## src/rtl/fetch_inst_queue_if.sv

```systemverilog
// -----------------------------------------------------------------------------
// fetch_inst_queue_if
//   Bundles the IF1 push side, the decode pop side and the status outputs of
//   fetch_inst_queue.
//   master : the IF1/decode side. It drives flush, the push packet and pop_cnt.
//   slave  : the queue. It drives push_ready, the two output slots and
//            count/empty/full.
// -----------------------------------------------------------------------------
interface fetch_inst_queue_if #(
  parameter int DEPTH  = 16,
  parameter int INST_W = 32,
  parameter int META_W = 43
);
  localparam int CW = $clog2(DEPTH) + 1;

  logic              flush;
  logic              push_valid;
  logic [1:0]        push_mask;
  logic [INST_W-1:0] push_inst0;
  logic [INST_W-1:0] push_inst1;
  logic [31:0]       push_pc;
  logic [META_W-1:0] push_meta;
  logic              push_ready;

  logic [1:0]        out_valid;
  logic [INST_W-1:0] out_inst0;
  logic [INST_W-1:0] out_inst1;
  logic [31:0]       out_pc0;
  logic [31:0]       out_pc1;
  logic [META_W-1:0] out_meta0;
  logic [META_W-1:0] out_meta1;
  logic [1:0]        pop_cnt;

  logic [CW-1:0]     count;
  logic              empty;
  logic              full;

  modport master (
    output flush, push_valid, push_mask, push_inst0, push_inst1, push_pc,
           push_meta, pop_cnt,
    input  push_ready, out_valid, out_inst0, out_inst1, out_pc0, out_pc1,
           out_meta0, out_meta1, count, empty, full
  );

  modport slave (
    input  flush, push_valid, push_mask, push_inst0, push_inst1, push_pc,
           push_meta, pop_cnt,
    output push_ready, out_valid, out_inst0, out_inst1, out_pc0, out_pc1,
           out_meta0, out_meta1, count, empty, full
  );
endinterface

```

## src/rtl/fetch_inst_queue.sv

```systemverilog
// -----------------------------------------------------------------------------
// fetch_inst_queue
//   Instruction-granular fetch queue between IF1 and decode. Each cycle it
//   accepts one 2-slot fetch packet. Invalid slots are compacted out on entry.
//   It presents the two oldest instructions to decode, and decode pops 0, 1 or
//   2 of them per cycle. When the queue is empty, an accepted packet is shown
//   on the outputs in the same cycle (bypass). Flush empties the queue in a
//   single cycle.
//
// Ports
//   clk   : clock
//   rstn  : asynchronous active-low reset. It clears the pointers and the
//           count. Storage is not reset.
//   bus   : fetch_inst_queue_if.slave
//     flush                 discard all contents; the push and pop in this
//                           cycle are ignored
//     push_valid/push_mask  packet valid and per-slot valid (bit0 = inst0)
//     push_inst0/1, push_pc instructions at push_pc and push_pc+4
//     push_meta             packet side info, copied to each instruction
//     push_ready            at least two entries are free
//     out_valid             00 / 01 / 11 mask for the two output slots
//     out_inst*/pc*/meta*   oldest (slot 0) and second-oldest (slot 1)
//     pop_cnt               instructions consumed this cycle (0..2)
//     count/empty/full      registered occupancy
// -----------------------------------------------------------------------------
`ifndef INST_NOP
`define INST_NOP 32'h03400000
`endif
`ifndef PC_RESET
`define PC_RESET 32'h1c000000
`endif

module fetch_inst_queue #(
  parameter int DEPTH  = 16,
  parameter int INST_W = 32,
  parameter int META_W = 43
) (
  input logic               clk,
  input logic               rstn,
  fetch_inst_queue_if.slave bus
);
  localparam int AW = $clog2(DEPTH);
  localparam int CW = AW + 1;

  function automatic logic [1:0] popcnt2(input logic [1:0] m);
    return {1'b0, m[0]} + {1'b0, m[1]};
  endfunction

  function automatic logic [1:0] min2(input logic [1:0] a, input logic [1:0] b);
    return (a < b) ? a : b;
  endfunction

  // Storage (not reset)
  logic [INST_W-1:0] inst_q [DEPTH];
  logic [31:0]       pc_q   [DEPTH];
  logic [META_W-1:0] meta_q [DEPTH];

  logic [AW-1:0] rptr_q, rptr_d, wptr_q, wptr_d;
  logic [CW-1:0] count_q, count_d;

  logic          push_ready;
  logic          accept;
  logic          bypass;
  logic [1:0]    nv;
  logic [1:0]    nv_acc;
  logic [1:0]    avail;
  logic [1:0]    pop_eff;
  logic [1:0]    skip;
  logic [1:0]    nw;
  logic [AW-1:0] rptr_p1;
  logic [AW-1:0] wptr_p1;

  // Compacted incoming packet: c0 is the first valid instruction, c1 the second
  logic [INST_W-1:0] c0_inst, c1_inst;
  logic [31:0]       c0_pc, c1_pc;
  // Data for the two write ports after removing the instructions popped in bypass
  logic [INST_W-1:0] w0_inst;
  logic [31:0]       w0_pc;

  logic [1:0]        out_valid;
  logic [INST_W-1:0] out_inst0, out_inst1;
  logic [31:0]       out_pc0, out_pc1;
  logic [META_W-1:0] out_meta0, out_meta1;

  // Push-side decode
  always_comb begin
    push_ready = (count_q <= CW'(DEPTH - 2));
    accept     = bus.push_valid && push_ready && !bus.flush;
    bypass     = accept && (count_q == '0);
    nv         = popcnt2(bus.push_mask);
    nv_acc     = accept ? nv : 2'd0;
    rptr_p1    = rptr_q + AW'(1);
    wptr_p1    = wptr_q + AW'(1);
    c1_inst    = bus.push_inst1;
    c1_pc      = bus.push_pc + 32'd4;
    // When slot 0 is masked off (misaligned start), inst1 moves to the head.
    c0_inst    = bus.push_mask[0] ? bus.push_inst0 : bus.push_inst1;
    c0_pc      = bus.push_mask[0] ? bus.push_pc : c1_pc;
  end

  // Output slots
  always_comb begin
    out_valid = 2'b00;
    out_inst0 = INST_W'(`INST_NOP);
    out_inst1 = INST_W'(`INST_NOP);
    out_pc0   = `PC_RESET;
    out_pc1   = `PC_RESET;
    out_meta0 = '0;
    out_meta1 = '0;
    if (bus.flush) begin
      out_valid = 2'b00;
    end else if (bypass) begin
      if (nv != 2'd0) begin
        out_valid = 2'b01;
        out_inst0 = c0_inst;
        out_pc0   = c0_pc;
        out_meta0 = bus.push_meta;
      end
      if (nv == 2'd2) begin
        out_valid = 2'b11;
        out_inst1 = c1_inst;
        out_pc1   = c1_pc;
        out_meta1 = bus.push_meta;
      end
    end else if (count_q != '0) begin
      out_valid = 2'b01;
      out_inst0 = inst_q[rptr_q];
      out_pc0   = pc_q[rptr_q];
      out_meta0 = meta_q[rptr_q];
      if (count_q >= CW'(2)) begin
        out_valid = 2'b11;
        out_inst1 = inst_q[rptr_p1];
        out_pc1   = pc_q[rptr_p1];
        out_meta1 = meta_q[rptr_p1];
      end
    end
  end

  // Pop / write bookkeeping
  always_comb begin
    avail   = popcnt2(out_valid);
    // A pop_cnt above the valid slot count is clamped here. The assertion
    // below flags it in simulation.
    pop_eff = min2(bus.pop_cnt, avail);
    // Instructions consumed straight off the bypass path are never stored.
    // rptr then stays at wptr, because nothing was read from storage.
    skip    = bypass ? pop_eff : 2'd0;
    nw      = nv_acc - skip;
    w0_inst = (skip == 2'd0) ? c0_inst : c1_inst;
    w0_pc   = (skip == 2'd0) ? c0_pc   : c1_pc;

    rptr_d  = bypass ? rptr_q : rptr_q + AW'(pop_eff);
    wptr_d  = wptr_q + AW'(nw);
    count_d = count_q + CW'(nv_acc) - CW'(pop_eff);
    if (bus.flush) begin
      rptr_d  = '0;
      wptr_d  = '0;
      count_d = '0;
    end
  end

  // State register
  always_ff @(posedge clk or negedge rstn) begin
    if (!rstn) begin
      rptr_q  <= '0;
      wptr_q  <= '0;
      count_q <= '0;
    end else begin
      rptr_q  <= rptr_d;
      wptr_q  <= wptr_d;
      count_q <= count_d;
    end
  end

  // Storage write. While flush is high, accept is low, so nw is 0.
  always_ff @(posedge clk) begin
    if (nw != 2'd0) begin
      inst_q[wptr_q] <= w0_inst;
      pc_q[wptr_q]   <= w0_pc;
      meta_q[wptr_q] <= bus.push_meta;
    end
    if (nw == 2'd2) begin
      inst_q[wptr_p1] <= c1_inst;
      pc_q[wptr_p1]   <= c1_pc;
      meta_q[wptr_p1] <= bus.push_meta;
    end
  end

  assign bus.push_ready = push_ready;
  assign bus.out_valid  = out_valid;
  assign bus.out_inst0  = out_inst0;
  assign bus.out_inst1  = out_inst1;
  assign bus.out_pc0    = out_pc0;
  assign bus.out_pc1    = out_pc1;
  assign bus.out_meta0  = out_meta0;
  assign bus.out_meta1  = out_meta1;
  assign bus.count      = count_q;
  assign bus.empty      = (count_q == '0);
  assign bus.full       = (count_q == CW'(DEPTH));

`ifndef SYNTHESIS
  // Decode must not pop more instructions than the valid output slots.
  pop_within_valid: assert property (@(posedge clk) disable iff (!rstn)
    !bus.flush |-> (bus.pop_cnt <= popcnt2(out_valid)));
`endif

endmodule
```

## src/flat_wrapper.sv

```systemverilog
// flat-port wrapper written by rule: the top's interface ports become plain ports
module fetch_inst_queue_flat 
#(
  parameter int DEPTH  = 16,
  parameter int INST_W = 32,
  parameter int META_W = 43
)
  (clk, rstn, bus_flush, bus_push_valid, bus_push_mask, bus_push_inst0, bus_push_inst1, bus_push_pc, bus_push_meta, bus_pop_cnt, bus_push_ready, bus_out_valid, bus_out_inst0, bus_out_inst1, bus_out_pc0, bus_out_pc1, bus_out_meta0, bus_out_meta1, bus_count, bus_empty, bus_full);
  fetch_inst_queue_if #(.DEPTH(DEPTH), .INST_W(INST_W), .META_W(META_W)) bus_i ();
  input logic clk;
  input logic rstn;
  input wire logic [$bits(bus_i.flush)-1:0] bus_flush;
  input wire logic [$bits(bus_i.push_valid)-1:0] bus_push_valid;
  input wire logic [$bits(bus_i.push_mask)-1:0] bus_push_mask;
  input wire logic [$bits(bus_i.push_inst0)-1:0] bus_push_inst0;
  input wire logic [$bits(bus_i.push_inst1)-1:0] bus_push_inst1;
  input wire logic [$bits(bus_i.push_pc)-1:0] bus_push_pc;
  input wire logic [$bits(bus_i.push_meta)-1:0] bus_push_meta;
  input wire logic [$bits(bus_i.pop_cnt)-1:0] bus_pop_cnt;
  output wire logic [$bits(bus_i.push_ready)-1:0] bus_push_ready;
  output wire logic [$bits(bus_i.out_valid)-1:0] bus_out_valid;
  output wire logic [$bits(bus_i.out_inst0)-1:0] bus_out_inst0;
  output wire logic [$bits(bus_i.out_inst1)-1:0] bus_out_inst1;
  output wire logic [$bits(bus_i.out_pc0)-1:0] bus_out_pc0;
  output wire logic [$bits(bus_i.out_pc1)-1:0] bus_out_pc1;
  output wire logic [$bits(bus_i.out_meta0)-1:0] bus_out_meta0;
  output wire logic [$bits(bus_i.out_meta1)-1:0] bus_out_meta1;
  output wire logic [$bits(bus_i.count)-1:0] bus_count;
  output wire logic [$bits(bus_i.empty)-1:0] bus_empty;
  output wire logic [$bits(bus_i.full)-1:0] bus_full;
  assign bus_i.flush = bus_flush;
  assign bus_i.push_valid = bus_push_valid;
  assign bus_i.push_mask = bus_push_mask;
  assign bus_i.push_inst0 = bus_push_inst0;
  assign bus_i.push_inst1 = bus_push_inst1;
  assign bus_i.push_pc = bus_push_pc;
  assign bus_i.push_meta = bus_push_meta;
  assign bus_i.pop_cnt = bus_pop_cnt;
  assign bus_push_ready = bus_i.push_ready;
  assign bus_out_valid = bus_i.out_valid;
  assign bus_out_inst0 = bus_i.out_inst0;
  assign bus_out_inst1 = bus_i.out_inst1;
  assign bus_out_pc0 = bus_i.out_pc0;
  assign bus_out_pc1 = bus_i.out_pc1;
  assign bus_out_meta0 = bus_i.out_meta0;
  assign bus_out_meta1 = bus_i.out_meta1;
  assign bus_count = bus_i.count;
  assign bus_empty = bus_i.empty;
  assign bus_full = bus_i.full;
  fetch_inst_queue #(.DEPTH(DEPTH), .INST_W(INST_W), .META_W(META_W)) u_core (.clk(clk), .rstn(rstn), .bus(bus_i));
endmodule
```

## config.mk

```make
export PLATFORM = sky130hd
export DESIGN_NAME = fetch_inst_queue_flat
export DESIGN_NICKNAME = d
export VERILOG_FILES = /design/src/rtl/fetch_inst_queue_if.sv /design/src/rtl/fetch_inst_queue.sv /design/src/flat_wrapper.sv
export SDC_FILE = /design/constraint.sdc
export NUM_CORES = 2
export LEC_CHECK = 0
export CAP_MARGIN = 20
export CORE_MARGIN = 2
export CORE_UTILIZATION = 45
export DETAILED_ROUTE_END_ITERATION = 6
export PLACE_DENSITY_LB_ADDON = 0.1
export SYNTH_ARGS = -nofsm -noshare
export SYNTH_HDL_FRONTEND = slang
export SYNTH_SLANG_ARGS = --single-unit
```

## constraint.sdc

```tcl
create_clock -name clk -period 13 [get_ports clk]
set_input_delay 3.9 -clock clk [delete_from_list [all_inputs] [get_ports clk]]
set_output_delay 3.9 -clock clk [all_outputs]
set_load 0.05 [all_outputs]
```

**Yosys cells after proc, flatten, opt, wreduce, memory -nomap -nowiden**

Memories as Yosys holds them, arrays and structs flattened.
Index checks and enable logic that the tools add are counted.
W data, S select, Z words.

- Register bits after elaboration: 13
- Bits in latches: 0
- RAM bits: 1712
- Bits in read-only memories: 0
- Bits of input ports: 147
- Output and inout bits: 224
- Logic and storage cells: 80
- Memories: 3

Memory list:

| name | words | width | read ports | clocked after memory_dff | write ports | RTL line | RTL |
|---|---|---|---|---|---|---|---|
| u_core.meta_q | 16 | 43 | 2 | 0 | 2 | fetch_inst_queue.sv:56 | `logic [META_W-1:0] meta_q [DEPTH];` |
| u_core.inst_q | 16 | 32 | 2 | 0 | 2 | fetch_inst_queue.sv:54 | `logic [INST_W-1:0] inst_q [DEPTH];` |
| u_core.pc_q | 16 | 32 | 2 | 0 | 2 | fetch_inst_queue.sv:55 | `logic [31:0] pc_q [DEPTH];` |

- Add/sub/neg operators: 10
- $mul: 0
- Divide/modulo/power cells: 0
- Order comparisons: 3
- Eq/ne operators: 4
- Shift operators: 0
- Multiplexer cells: 48
- Bitwise gates (word level): 0
- Reduce and logical (&&, ||, !) cells: 9

Operator list:

| cell | count |
|---|---|
| $mux W32 | 22 |
| $mux W43 | 9 |
| $add A32 B3 Y32 const B | 1 |
| $mux W2 | 8 |
| $mux W4 | 3 |
| $add A4 B1 Y4 const B | 2 |
| $add A4 B2 Y4 | 2 |
| $add A5 B2 Y5 | 1 |
| $eq A5 B5 Y1 const B | 1 |
| $ge A5 B2 Y1 const B | 1 |
| $le A5 B4 Y1 const B | 1 |
| $logic_not A5 Y1 | 1 |
| $mux W1 | 5 |
| $mux W5 | 1 |
| $reduce_bool A5 Y1 | 1 |
| $sub A5 B2 Y5 | 1 |
| $add A1 B1 Y2 | 2 |
| $eq A2 B2 Y1 const B | 2 |
| $reduce_bool A2 Y1 | 2 |
| $logic_and A1 B1 Y1 | 3 |
| $logic_not A2 Y1 | 1 |
| $lt A2 B2 Y1 | 1 |
| $ne A2 B2 Y1 const B | 1 |
| $sub A2 B2 Y2 | 1 |
| $logic_not A1 Y1 | 1 |

**Longest topological paths before layout**

- Depth in word-level cells: 14
- Depth in mapped cells: 24
- Gate-level depth less buffers: 20

**Least setup slack after synthesis**

Ideal clock, no wire load.

- Kind: input-to-reg
- Start point: input port bus_flush
- End point: memory u_core.inst_q[13][0] (enable)
- Setup time: 0.721 ns
- Data arrival time: 14.581 ns
- Required time: 12.279 ns
- Slack: -2.302 ns
- Stages: 17
- Buffers on the path: 3
- Cells stage by stage: buf_2 nor2_1 nand2_1 clkbuf_1 buf_1 nand2_1 ha_1 inv_1 ha_1 nor2_1 o22a_1 and2_1 ha_1 nand2_1 mux2_2 nand3_1 o21ai_0

RTL lines:

| element | RTL line | RTL |
|---|---|---|
| start, declared | flat_wrapper.sv:12 | `input wire logic [$bits(bus_i.flush)-1:0] bus_flush;` |
| end, declared | fetch_inst_queue.sv:54 |  |

**Worst setup path in the final report**

- Start point: input port bus_push_pc[2]
- End point: output port bus_out_pc1[22]

- Cells in the longest elaborated chain, start to end: 4

RTL lines:

| element | RTL line | RTL |
|---|---|---|
| start, declared | flat_wrapper.sv:17 | `input wire logic [$bits(bus_i.push_pc)-1:0] bus_push_pc;` |
| $add A32 B3 Y32 | fetch_inst_queue.sv:95 | `c1_pc = bus.push_pc + 32'd4;` |
| $mux W32 | fetch_inst_queue.sv:119 | `if (nv == 2'd2) begin` |
| $mux W32 | fetch_inst_queue.sv:112 | `end else if (bypass) begin` |
| $mux W32 | fetch_inst_queue.sv:110 | `if (bus.flush) begin` |
| end, declared | flat_wrapper.sv:25 | `output wire logic [$bits(bus_i.out_pc1)-1:0] bus_out_pc1;` |

Every way passes these cells.

==> results.yml <==
run_status:
  status: "completed"
global_routing:
  grt_pass1_vias: 61600
  grt_pass1_wl_mm: 465
  grt_max_degree: 141
  overflow: 0
  grt_use_total: 0.301
  antenna_found_initial: 9
synth:
  yosysWarnings: 0
  yosys_register_bits: 1725
  synth_top_family_by_area: "multiplexers"
  netlist.area_leader.share: 0.537
  synth.area.mux_share: 0.325
  seq_area_frac_synth: 0.541
  postSynthAreaPerCell_um2: 15.7
  synth_fp_nets: 6254
  synthXorXnorAreaFrac: 0.00887
  ys_top_cells_by_count: "edfxtp_1, mux4_2, nand2_1, mux2_1, clkbuf_1"
  ys_async_sr_fraction: 0.00754
  yosysTopAreaCell: "edfxtp_1"
  synth_compound_area_frac: 0.0392
  yosysMostFrequentCell: "edfxtp_1"
  synth_cells: 6081
  yosysUniqueCellTypes: 67
  synthSimpleGateAreaFrac: 0.0494
  synth_fa_ha_area_frac: 0.00371
  synthTopCellsByArea: "edfxtp_1, mux4_2, mux2_1"
  syn_area_um2: 95700
  yosys_most_used_dff: "edfxtp_1"
  synth_edf_count: 1712
timing:
  fmax_mhz: 81.7
  finalHoldViolCount: 0
  post-route-period-util: 0.942
  rsz0062_at_grt: "no"
  fin_hold_ws_ns: 0.724
  slew_headroom: 0.165
  finalSetupViolations: 0
  drv_slew: 0
  worst_pin_slew_ns: 1.25
  fin_skew_ns: 0.0306
  period_needed_ns: 12.24
cts:
  clkTransAtPathRegs_ns: 0.07
  cts.sinks: 1725
  holdBufCountCts: 0
  clk_path_buf_depth: 3
  htree_levels: 4
  clock-root-buffer: "clkbuf_16"
  cts_resized: 0
  clock_latency_ns: 0.86
  cts_made_buffers: 193
  post-cts-setup-buffer-count: 0
  cts_tree: "built"
route:
  viasPerCell: 6.74
  routedWlPerCell_um: 36.0
  route.vias.total: 61700
  dr.pass1.iters: 6
  drt-initial-drc-count: 7616
  ant_nets: 0
  routed_wl_mm: 329
  drc_errors: 0
floorplanning:
  die_h_um: 465
  core_area_um2: 212000
  fp.dieW_um: 465
  start_util: 0.452
  io_pins: 371
  die-area_um2: 216000
  rows: 169
pwr:
  ir_worst_vdd_uv: 392
  power_mw: 21.2
  p_leak_nw: 36.4
  power_density_nw_per_um2: 196
setup_path:
  slowest_stage: "nor4_2"
  crit_required_ns: 9.10
  crit_type: "input pin to primary output"
  start_kind: "input pin"
  worstPathMaxFanout: 21
  endpoint_kind: "primary output"
  arrival_ns: 8.34
  cpPeakStageDelay_ns: 0.95
  path_cells: "clkdlybuf4s50_1 -> buf_4 -> ha_1 -> nand3_2 -> nor4_2 -> nand3_1 -> nor2_1 -> o21ai_0 -> a21oi_1 -> clkdlybuf4s50_1"
  cp_common_cell: "clkdlybuf4s50_1"
layout:
  area_growth_pct: 13.3
  fin_nets: 6346
  drive_gt1_frac: 0.252
  fillers: 17500
hold_path:
  hp-class: "register to register"
place:
  gp_congestion: 0.870
  numPortBuffers: 370
  dpl.hpwl_mm: 177
flow_run:
  cap_violations: 0
-- registers in the layout, indices dropped and copies added (netlist names) --
name,cells
u_core.meta_q,688
u_core.inst_q,512
u_core.pc_q,512
u_core.bus.count,5
u_core.rptr_q,4
u_core.wptr_q,4
-- per-stage QoR --
stage	TNS [ns]	setup WS [ns]	utilization	cell area (µm²)	std cells
finish	0	0.756	0.512	108000	9159
global route	0	0.696	0.512	108000	9158
CTS	0	0.901	0.512	108000	9152
detailed placement	0	0.911	0.483	102000	8796
global placement	0	1.00	0.482	102000	8791
floorplan	-1705.19	-2.30	-	95700	6081
-- cell usage in the layout (no fill, tap or decap), drive strengths merged, types with 16 or more instances in the layout --
| cell | synthesis | routed |
|---|---|---|
| buf | 285 | 211 |
| a31oi | 23 | 23 |
| nand3 | 139 | 139 |
| mux4 | 955 | 955 |
| or3 | 31 | 31 |
| o211ai | 32 | 32 |
| a21oi | 55 | 55 |
| clkbuf | 371 | 252 |
| mux2i | 356 | 356 |
| mux2 | 538 | 538 |
| a22oi | 16 | 16 |
| clkinv | 0 | 79 |
| a22o | 43 | 43 |
| inv | 26 | 30 |
| edfxtp | 1712 | 1712 |
| nor2 | 79 | 79 |
| ha | 22 | 22 |
| o21ai | 272 | 272 |
| nand2b | 19 | 19 |
| nand2 | 784 | 784 |
| o22ai | 26 | 26 |
| bufinv | 0 | 17 |
| xor2 | 47 | 47 |
| clkdlybuf4s50 | 0 | 342 |
| xnor2 | 49 | 49 |
| o2111ai | 80 | 80 |
-- worst paths after layout --
path	from	to	slack, ns	cells after the start
max	bus_push_pc[2]	bus_out_pc1[22]	0.76	10
min	u_core.wptr_q[0]	u_core.wptr_q[0]	0.72	2
max reg2reg	u_core.bus.count[3]	u_core.inst_q[14][13]	5.15	21
min reg2reg	u_core.wptr_q[0]	u_core.wptr_q[0]	0.72	2
max in group asynchronous	rstn	u_core.rptr_q[1]	8.83	1
min in group asynchronous	rstn	u_core.bus.count[0]	3.53	1
-- where the power goes --
part           total [mW]  internal, mW  switching (mW)  leakage [nW]
Combinational        9.26          3.90            5.36          17.8
Clock                5.46          3.14            2.32          3.02
Sequential           6.52          6.38           0.142          15.6
-- layer usage --
layer  GRT usage  vias to the layer above  routed length (µm)
met5           0                        -                  13
met4       0.109                        2               12800
met3      0.0491                      570               27000
met2       0.480                     3285              156000
met1       0.420                    33100              134000
li1            -                    24800                   -
-- worst max-delay path: cells and delay by family --
kind                     cells  cell delay (ns)
AND/OR/NAND/NOR              4             1.88
adder cells (fa/ha/maj)      1             0.32
AO/OA/AOI/OAI                2             0.46
buffers and inverters        3             1.73
-- logic make-up after synthesis --
group	after synthesis
AO/OA/AOI/OAI	581
XOR/XNOR	96
buffers and inverters	682
flip-flops	1725
adder cells (fa/ha/maj)	26
AND/OR/NAND/NOR	1122
multiplexers	1849
-- area by class of cell --
type                       instances  area, µm²  area share
clock inverter                   104       1000     0.00922
timing repair buffer             553       5590      0.0516
antenna                            4       10.0   0.0000923
sequential                      1725      51700       0.477
inverter                          26       97.6    0.000900
tap                             2821       3530      0.0326
clock buffer                     252       5190      0.0479
multi-input combinational       3674      41200       0.380
(Power assumes the default switching activity.)
